### src/rtl/uart_pkg.sv
// uart_pkg: UART-lite register map, status bit indices and loader state encoding.
// CHECK exists only when UART_LOADER_CHECKSUM_EN is defined.
package uart_pkg;
  localparam logic [3:0] RX_FIFO  = 4'h0;
  localparam logic [3:0] TX_FIFO  = 4'h4;
  localparam logic [3:0] STAT_REG = 4'h8;
  localparam logic [3:0] CTRL_REG = 4'hC;
  localparam int STAT_RX_VALID = 0;
  localparam int STAT_TX_FULL  = 3;
  localparam logic [1:0] RESP_OKAY = 2'b00;
  typedef enum logic [3:0] {
    IDLE     = 4'd0,
    STAT_AR  = 4'd1,
    STAT_R   = 4'd2,
    DATA_AR  = 4'd3,
    DATA_R   = 4'd4,
    ASSEMBLE = 4'd5,
    WRITE    = 4'd6,
`ifdef UART_LOADER_CHECKSUM_EN
    CHECK    = 4'd7,
`endif
    FIN      = 4'd8
  } state_t;
endpackage

### src/rtl/uart_axi_reader.sv
// uart_axi_reader: AXI4-lite read handshake (AR then R phase) toward the UART-lite.
// An error response is reported as o_r_bad so the caller re-issues the same read.
module uart_axi_reader
  import uart_pkg::*;
(
  input  logic        i_ar,
  input  logic        i_r,
  input  logic [3:0]  i_addr,
  output logic [3:0]  uart_axi_araddr,
  output logic        uart_axi_arvalid,
  input  logic        uart_axi_arready,
  input  logic [31:0] uart_axi_rdata,
  input  logic [1:0]  uart_axi_rresp,
  input  logic        uart_axi_rvalid,
  output logic        uart_axi_rready,
  output logic        o_ar_done,
  output logic        o_r_ok,
  output logic        o_r_bad,
  output logic        o_rx_valid,
  output logic [7:0]  o_byte
);
  logic w_r_hs;
  logic w_unused;
  assign uart_axi_araddr  = i_addr;
  assign uart_axi_arvalid = i_ar;
  assign uart_axi_rready  = i_r;
  assign o_ar_done  = i_ar & uart_axi_arready;
  assign w_r_hs     = i_r & uart_axi_rvalid;
  assign o_r_ok     = w_r_hs & (uart_axi_rresp == RESP_OKAY);
  assign o_r_bad    = w_r_hs & (uart_axi_rresp != RESP_OKAY);
  assign o_rx_valid = uart_axi_rdata[STAT_RX_VALID];
  assign o_byte     = uart_axi_rdata[7:0];
  assign w_unused   = &{1'b0, uart_axi_rdata[31:8]};
endmodule

### src/rtl/uart_loader.sv
// uart_loader: polls a UART-lite over AXI4-lite, reads a big-endian word count then
// that many words into program memory. UART_LOADER_CHECKSUM_EN adds a trailing XOR byte check.
module uart_loader
  import uart_pkg::*;
#(
  parameter int ADDR_W = 14
) (
  input  logic              clk,
  input  logic              rstn,
  input  logic              start,
  output logic [3:0]        uart_axi_araddr,
  output logic              uart_axi_arvalid,
  input  logic              uart_axi_arready,
  input  logic [31:0]       uart_axi_rdata,
  input  logic [1:0]        uart_axi_rresp,
  input  logic              uart_axi_rvalid,
  output logic              uart_axi_rready,
  output logic              mem_we,
  output logic [ADDR_W-1:0] mem_addr,
  output logic [31:0]       mem_wdata,
  output logic              busy,
  output logic              done,
  output logic              err
);
`ifdef UART_LOADER_CHECKSUM_EN
  localparam state_t S_END = CHECK;
`else
  localparam state_t S_END = FIN;
`endif
  state_t      r_state, w_next;
  logic        w_ar_done, w_r_ok, w_r_bad, w_rx_valid, w_chk, w_last;
  logic [7:0]  w_byte;
  logic [1:0]  r_bcnt;
  logic        r_hdr, r_busy, r_done;
  logic [31:0] r_n, r_wcnt, r_asm;
  uart_axi_reader u_rd (
    .i_ar             (r_state == STAT_AR || r_state == DATA_AR),
    .i_r              (r_state == STAT_R || r_state == DATA_R),
    .i_addr           (r_state == DATA_AR ? RX_FIFO : STAT_REG),
    .uart_axi_araddr  (uart_axi_araddr),
    .uart_axi_arvalid (uart_axi_arvalid),
    .uart_axi_arready (uart_axi_arready),
    .uart_axi_rdata   (uart_axi_rdata),
    .uart_axi_rresp   (uart_axi_rresp),
    .uart_axi_rvalid  (uart_axi_rvalid),
    .uart_axi_rready  (uart_axi_rready),
    .o_ar_done        (w_ar_done),
    .o_r_ok           (w_r_ok),
    .o_r_bad          (w_r_bad),
    .o_rx_valid       (w_rx_valid),
    .o_byte           (w_byte)
  );
  assign mem_we    = r_state == WRITE;
  assign mem_addr  = r_wcnt[ADDR_W-1:0];
  assign mem_wdata = r_asm;
  assign busy      = r_busy;
  assign done      = r_done;
  assign w_last    = (r_wcnt + 32'd1) == r_n;
  always_comb begin
    w_next = r_state;
    case (r_state)
      IDLE:     w_next = start ? STAT_AR : IDLE;
      STAT_AR:  w_next = w_ar_done ? STAT_R : STAT_AR;
      STAT_R:   w_next = w_r_ok ? (w_rx_valid ? DATA_AR : STAT_AR) : (w_r_bad ? STAT_AR : STAT_R);
      DATA_AR:  w_next = w_ar_done ? DATA_R : DATA_AR;
      DATA_R:   w_next = w_r_ok ? (w_chk ? FIN : ASSEMBLE) : (w_r_bad ? DATA_AR : DATA_R);
      ASSEMBLE: w_next = (r_bcnt != 2'd0) ? STAT_AR : (r_hdr ? WRITE : (r_asm == 32'd0 ? S_END : STAT_AR));
      WRITE:    w_next = w_last ? S_END : STAT_AR;
`ifdef UART_LOADER_CHECKSUM_EN
      CHECK:    w_next = STAT_AR;
`endif
      FIN:      w_next = IDLE;
      default:  w_next = IDLE;
    endcase
  end
  always_ff @(posedge clk or negedge rstn) begin
    if (!rstn) begin
      r_state <= IDLE;
      r_bcnt  <= 2'd0;
      r_hdr   <= 1'b0;
      r_busy  <= 1'b0;
      r_done  <= 1'b0;
      r_n     <= 32'd0;
      r_wcnt  <= 32'd0;
      r_asm   <= 32'd0;
    end else begin
      r_state <= w_next;
      if (r_state == IDLE && start) begin
        r_busy <= 1'b1;
        r_done <= 1'b0;
        r_bcnt <= 2'd0;
        r_hdr  <= 1'b0;
        r_n    <= 32'd0;
        r_wcnt <= 32'd0;
      end
      if (r_state == DATA_R && w_r_ok) begin
        r_asm  <= {r_asm[23:0], w_byte};
        r_bcnt <= r_bcnt + 2'd1;
      end
      // the first completed word is the header count, never written to memory
      if (r_state == ASSEMBLE && r_bcnt == 2'd0 && !r_hdr) begin
        r_hdr <= 1'b1;
        r_n   <= r_asm;
      end
      if (r_state == WRITE) r_wcnt <= r_wcnt + 32'd1;
      if (r_state == FIN) begin
        r_busy <= 1'b0;
        r_done <= 1'b1;
      end
    end
  end
`ifdef UART_LOADER_CHECKSUM_EN
  logic       r_chk, r_err;
  logic [7:0] r_xor;
  always_ff @(posedge clk or negedge rstn) begin
    if (!rstn) begin
      r_chk <= 1'b0;
      r_err <= 1'b0;
      r_xor <= 8'd0;
    end else begin
      if (r_state == IDLE && start) begin
        r_chk <= 1'b0;
        r_err <= 1'b0;
        r_xor <= 8'd0;
      end
      if (r_state == CHECK) r_chk <= 1'b1;
      if (r_state == DATA_R && w_r_ok && r_chk) r_err <= w_byte != r_xor;
      if (r_state == DATA_R && w_r_ok && !r_chk && r_hdr) r_xor <= r_xor ^ w_byte;
    end
  end
  assign w_chk = r_chk;
  assign err   = r_err;
`else
  assign w_chk = 1'b0;
  assign err   = 1'b0;
`endif
endmodule

### config.mk
export PLATFORM = sky130hd
export DESIGN_NAME = uart_loader
export DESIGN_NICKNAME = d
export VERILOG_FILES = /design/src/rtl/uart_pkg.sv /design/src/rtl/uart_axi_reader.sv /design/src/rtl/uart_loader.sv
export SDC_FILE = /design/constraint.sdc
export NUM_CORES = 1
export LEC_CHECK = 0
export CORE_ASPECT_RATIO = 0.9
export CORE_MARGIN = 5
export CORE_UTILIZATION = 45
export CTS_CLUSTER_SIZE = 28
export DETAILED_ROUTE_END_ITERATION = 8
export PLACE_DENSITY = 0.79
export SYNTH_ARGS = -nofsm -noshare
export SYNTH_HDL_FRONTEND = slang
export SYNTH_SLANG_ARGS = --single-unit
### constraint.sdc
create_clock -name clk -period 2.9 [get_ports clk]
set_input_delay 0.58 -clock clk [delete_from_list [all_inputs] [get_ports clk]]
set_output_delay 0.58 -clock clk [all_outputs]
set_load 0.02 [all_outputs]
==> summary.md <==
| Metric | Value |
|---|---|
| First-pass GRT wire length | `25.0 mm` |
| Synth cell types | `59` |
| Initial antenna violation count | `0` |
| Clk pwr share | `29.9%` |
| Die Wd | `129 microns` |
| Synth Flop Type | `dfrtp_1` |
| Vias in the first global route | `4703` |
| Root Buffer | `clkbuf_16` |
| Detailed Routing Iterations Pass 1 | `7` |
| Critical path startpoint category | `register` |
| WS Path Type | `register to register` |
| Dpl cells | `779` |
| Initial drt markers | `352` |
| Simple-Gate Fraction of Synth Area | `16.7%` |
| Vias per cell | `6.01` |
| Synth Area in Adders | `0.439%` |
| DRT antenna net count | `0` |
| Max-Cap Viols | `0` |
| CTS Hold Bufs | `0` |
| Critical Path Max Stage Delay | `590 ps` |
| Share of power burned in registers | `43.1%` |
| Combinational power share | `27.0%` |
| Crit path max-delay family | `simple AND/OR/NAND/NOR gates` |
| Largest net degree at the start of global routing | `48` |
| Total global routing overflow | `0` |
| Row cnt | `39` |
| Final Cycle Share | `94.9%` |
| Routed WL per cell | `19.4 microns` |
| CP Data Required Time | `3100 ps` |
| GR Util All Layers | `20.9%` |
| Worst clock skew | `11.1 ps` |
| Most frequent cells in the layout | `103 x dfrtp_1, 65 x clkdlybuf4s50_1, 43 x o21ai_0` |
| Slowest CP cell | `or4_1` |
| P_int | `2.67 mW` |
| Worst-path cell chain | `and3_1, nand3_1, nor3_1, xnor2_1, o211ai_1, or4_1, nor3_4, o21ai_0` |
| Critical path endpoint category | `register` |
| Flops & latches, synth | `105` |
| WP buf/inv | `0` |
| Final slew viol count | `0` |
| Max Freq | `363 MHz` |
| # clock sinks | `105` |
| Port Buf Inserts | `66` |
| Outcome | `finished, final reports clean` |
| Post-synthesis sequential area ratio | `46.1%` |
| Crit-path max FO | `8` |
| Worst-margin pin slew | `1230 ps` |
| Number of remaining DRC errors | `0` |
| Static leakage | `2.99 nW` |
| Share of layout cells above drive strength 1 | `16.3%` |
| Setup violations, final | `0` |
| Hpwl dp | `11.1 mm` |
| Die Height | `117 microns` |
| Synth Area in XOR/XNOR | `7.07%` |
| Arrival time at the worst endpoint | `2960 ps` |
| YS warnings | `0` |
| Largest family of logic cells by synthesized area | `simple AND/OR/NAND/NOR gates` |
| Post-Syn Area | `5700 sq um` |
| DIE AREA | `15000 sq um` |
| Vias | `4788` |
| Multiplexer share of the synthesized area | `7.22%` |
| Switching Fraction | `34.7%` |
| PwrDens | `593 nW/um^2` |
| GPL Wtd Cong | `0.929` |
| Total Neg Setup Slack | `0 ps` |
| Worst VDD drop | `0.473 mV` |
| Clock transition at the registers of the reported paths | `80 ps` |
| Mapped Cells | `568` |
| Clk_lat worst skew | `350 ps` |
| # H-tree levels | `3` |
| Crit path time final | `2750 ps` |
| Layout area overhead | `21.0%` |
| Synth Area in Compound Gates | `16.2%` |
| Post-synth ARST share | `100%` |
| Rel. slew slack | `17.7%` |
| Num CTS Buffers | `9` |
| RSZ-0062 raised after global routing | `false` |
| Worst min-delay path class | `input pin to asynchronous set/reset pin` |
| EDFF count, synth | `0` |
| Initial Utilization | `45.4%` |
| Psw | `1.42 mW` |
| Non-Filler Instances | `797` |
| DRT Wirelength | `15.4 mm` |
| Final hold vios | `0` |
| Ports | `95` |
| CTS tree | `yes` |
| Nets | `669` |
| Most common cell after layout, fill and taps aside | `dfrtp_1` |
| Synthesized area per cell | `10.0 sq um` |
| Ant. Diodes | `0` |
| Max clock buf depth | `2` |
| Core Region | `12500 sq um` |
-- path summary, 6_finish.rpt --
path	startpoint	cells past startpoint	to	slack [ps]
worst max-delay path	r_wcnt[5]	8	r_state[0]	150
worst min-delay path	rstn	1	mem_wdata[10]	230
worst max register to register	r_wcnt[5]	8	r_state[0]	150
worst min register to register	done	1	done	510
max in group asynchronous	rstn	2	r_wcnt[27]	1990
min in group clk	done	1	done	510
-- what timing repair did --
item,4_1_cts,5_1_grt
buffers inserted,0,2
endpoints found under the setup margin,0,2
gates resized for setup,0,7
-- power groups by stage --
stage               Sequential [mW]  Combinational, mW  Clock [mW]
floorplan                      1.78              0.627           0
global placement               1.77               1.06           0
detailed placement             1.78               1.09           0
CTS                            1.76               1.10        1.24
global route                   1.78               1.19        1.31
finish                         1.76               1.11        1.22
-- logic make-up after synthesis --
| family | count (synthesis) |
|---|---|
| simple gates | 173 |
| compound gates | 136 |
| flops | 105 |
| buf+inv | 68 |
| xor+xnor | 46 |
| mux | 37 |
| fa+ha+maj | 2 |
| other cells | 1 |
-- layer usage --
| layer | GRT usage, % | up-vias | wire length, microns |
|---|---|---|---|
| met2 | 33.5 | 190 | 7340 |
| met1 | 29.4 | 2386 | 6950 |
| met4 | 5.88 | 0 | 246 |
| met5 | 0 | - | 0 |
| met3 | 3.80 | 25 | 905 |
| li1 | - | 2187 | - |
-- through the flow --
step           setup WS (ps)  power [mW]  cell area (sq um)  util (%)  hold WS, ps
5_1_grt                 7.45        4.29               6900      55.0          278
4_1_cts                 65.1        4.10               6850      54.7          253
3_5_place_dp             129        2.87               6540      52.2          485
3_3_place_gp             149        2.83               6540      52.2          479
6_report                 147        4.09               6900      55.0          229
2_1_floorplan            401        2.41               5710         -          284
-- Yosys cell counts, types with 3 or more instances --
master,count,share of area [%]
xnor2_1,35,5.4
and2_1,4,0.44
nor2_1,34,2.2
nand3_1,22,1.9
nand3b_1,3,0.40
xor2_1,11,1.7
nand4_1,14,1.5
nor3b_1,3,0.40
dfrtp_1,105,46
and4_1,6,0.92
inv_1,12,0.79
clkbuf_1,29,1.9
a31oi_1,7,0.77
mux2_2,33,6.5
buf_4,20,2.6
o31ai_1,17,2.2
a21oi_1,15,1.3
nor3_1,11,0.97
o21ai_0,43,3.8
a211oi_1,3,0.40
nand2_1,37,2.4
nor4_1,15,1.6
mux2i_1,4,0.70
buf_2,4,0.35
a22o_1,34,5.2
nand2b_1,5,0.55
-- sequential cells by signal, indices dropped and copies added, names as in the netlist --
| signal | flops |
|---|---|
| r_n | 32 |
| r_bcnt | 2 |
| busy | 1 |
| mem_wdata | 32 |
| r_state | 4 |
| r_hdr | 1 |
| r_wcnt | 32 |
| done | 1 |
-- final cells by class --
type	instances	area (sq um)
sequential	105	2630
clock inverter	7	85.1
fill	1069	5640
timing repair buffer	102	941
multi-input combinational	398	2770
clock buffer	9	225
tap	164	205
inverter	12	45.0
Power figures use the tool's default switching activity.
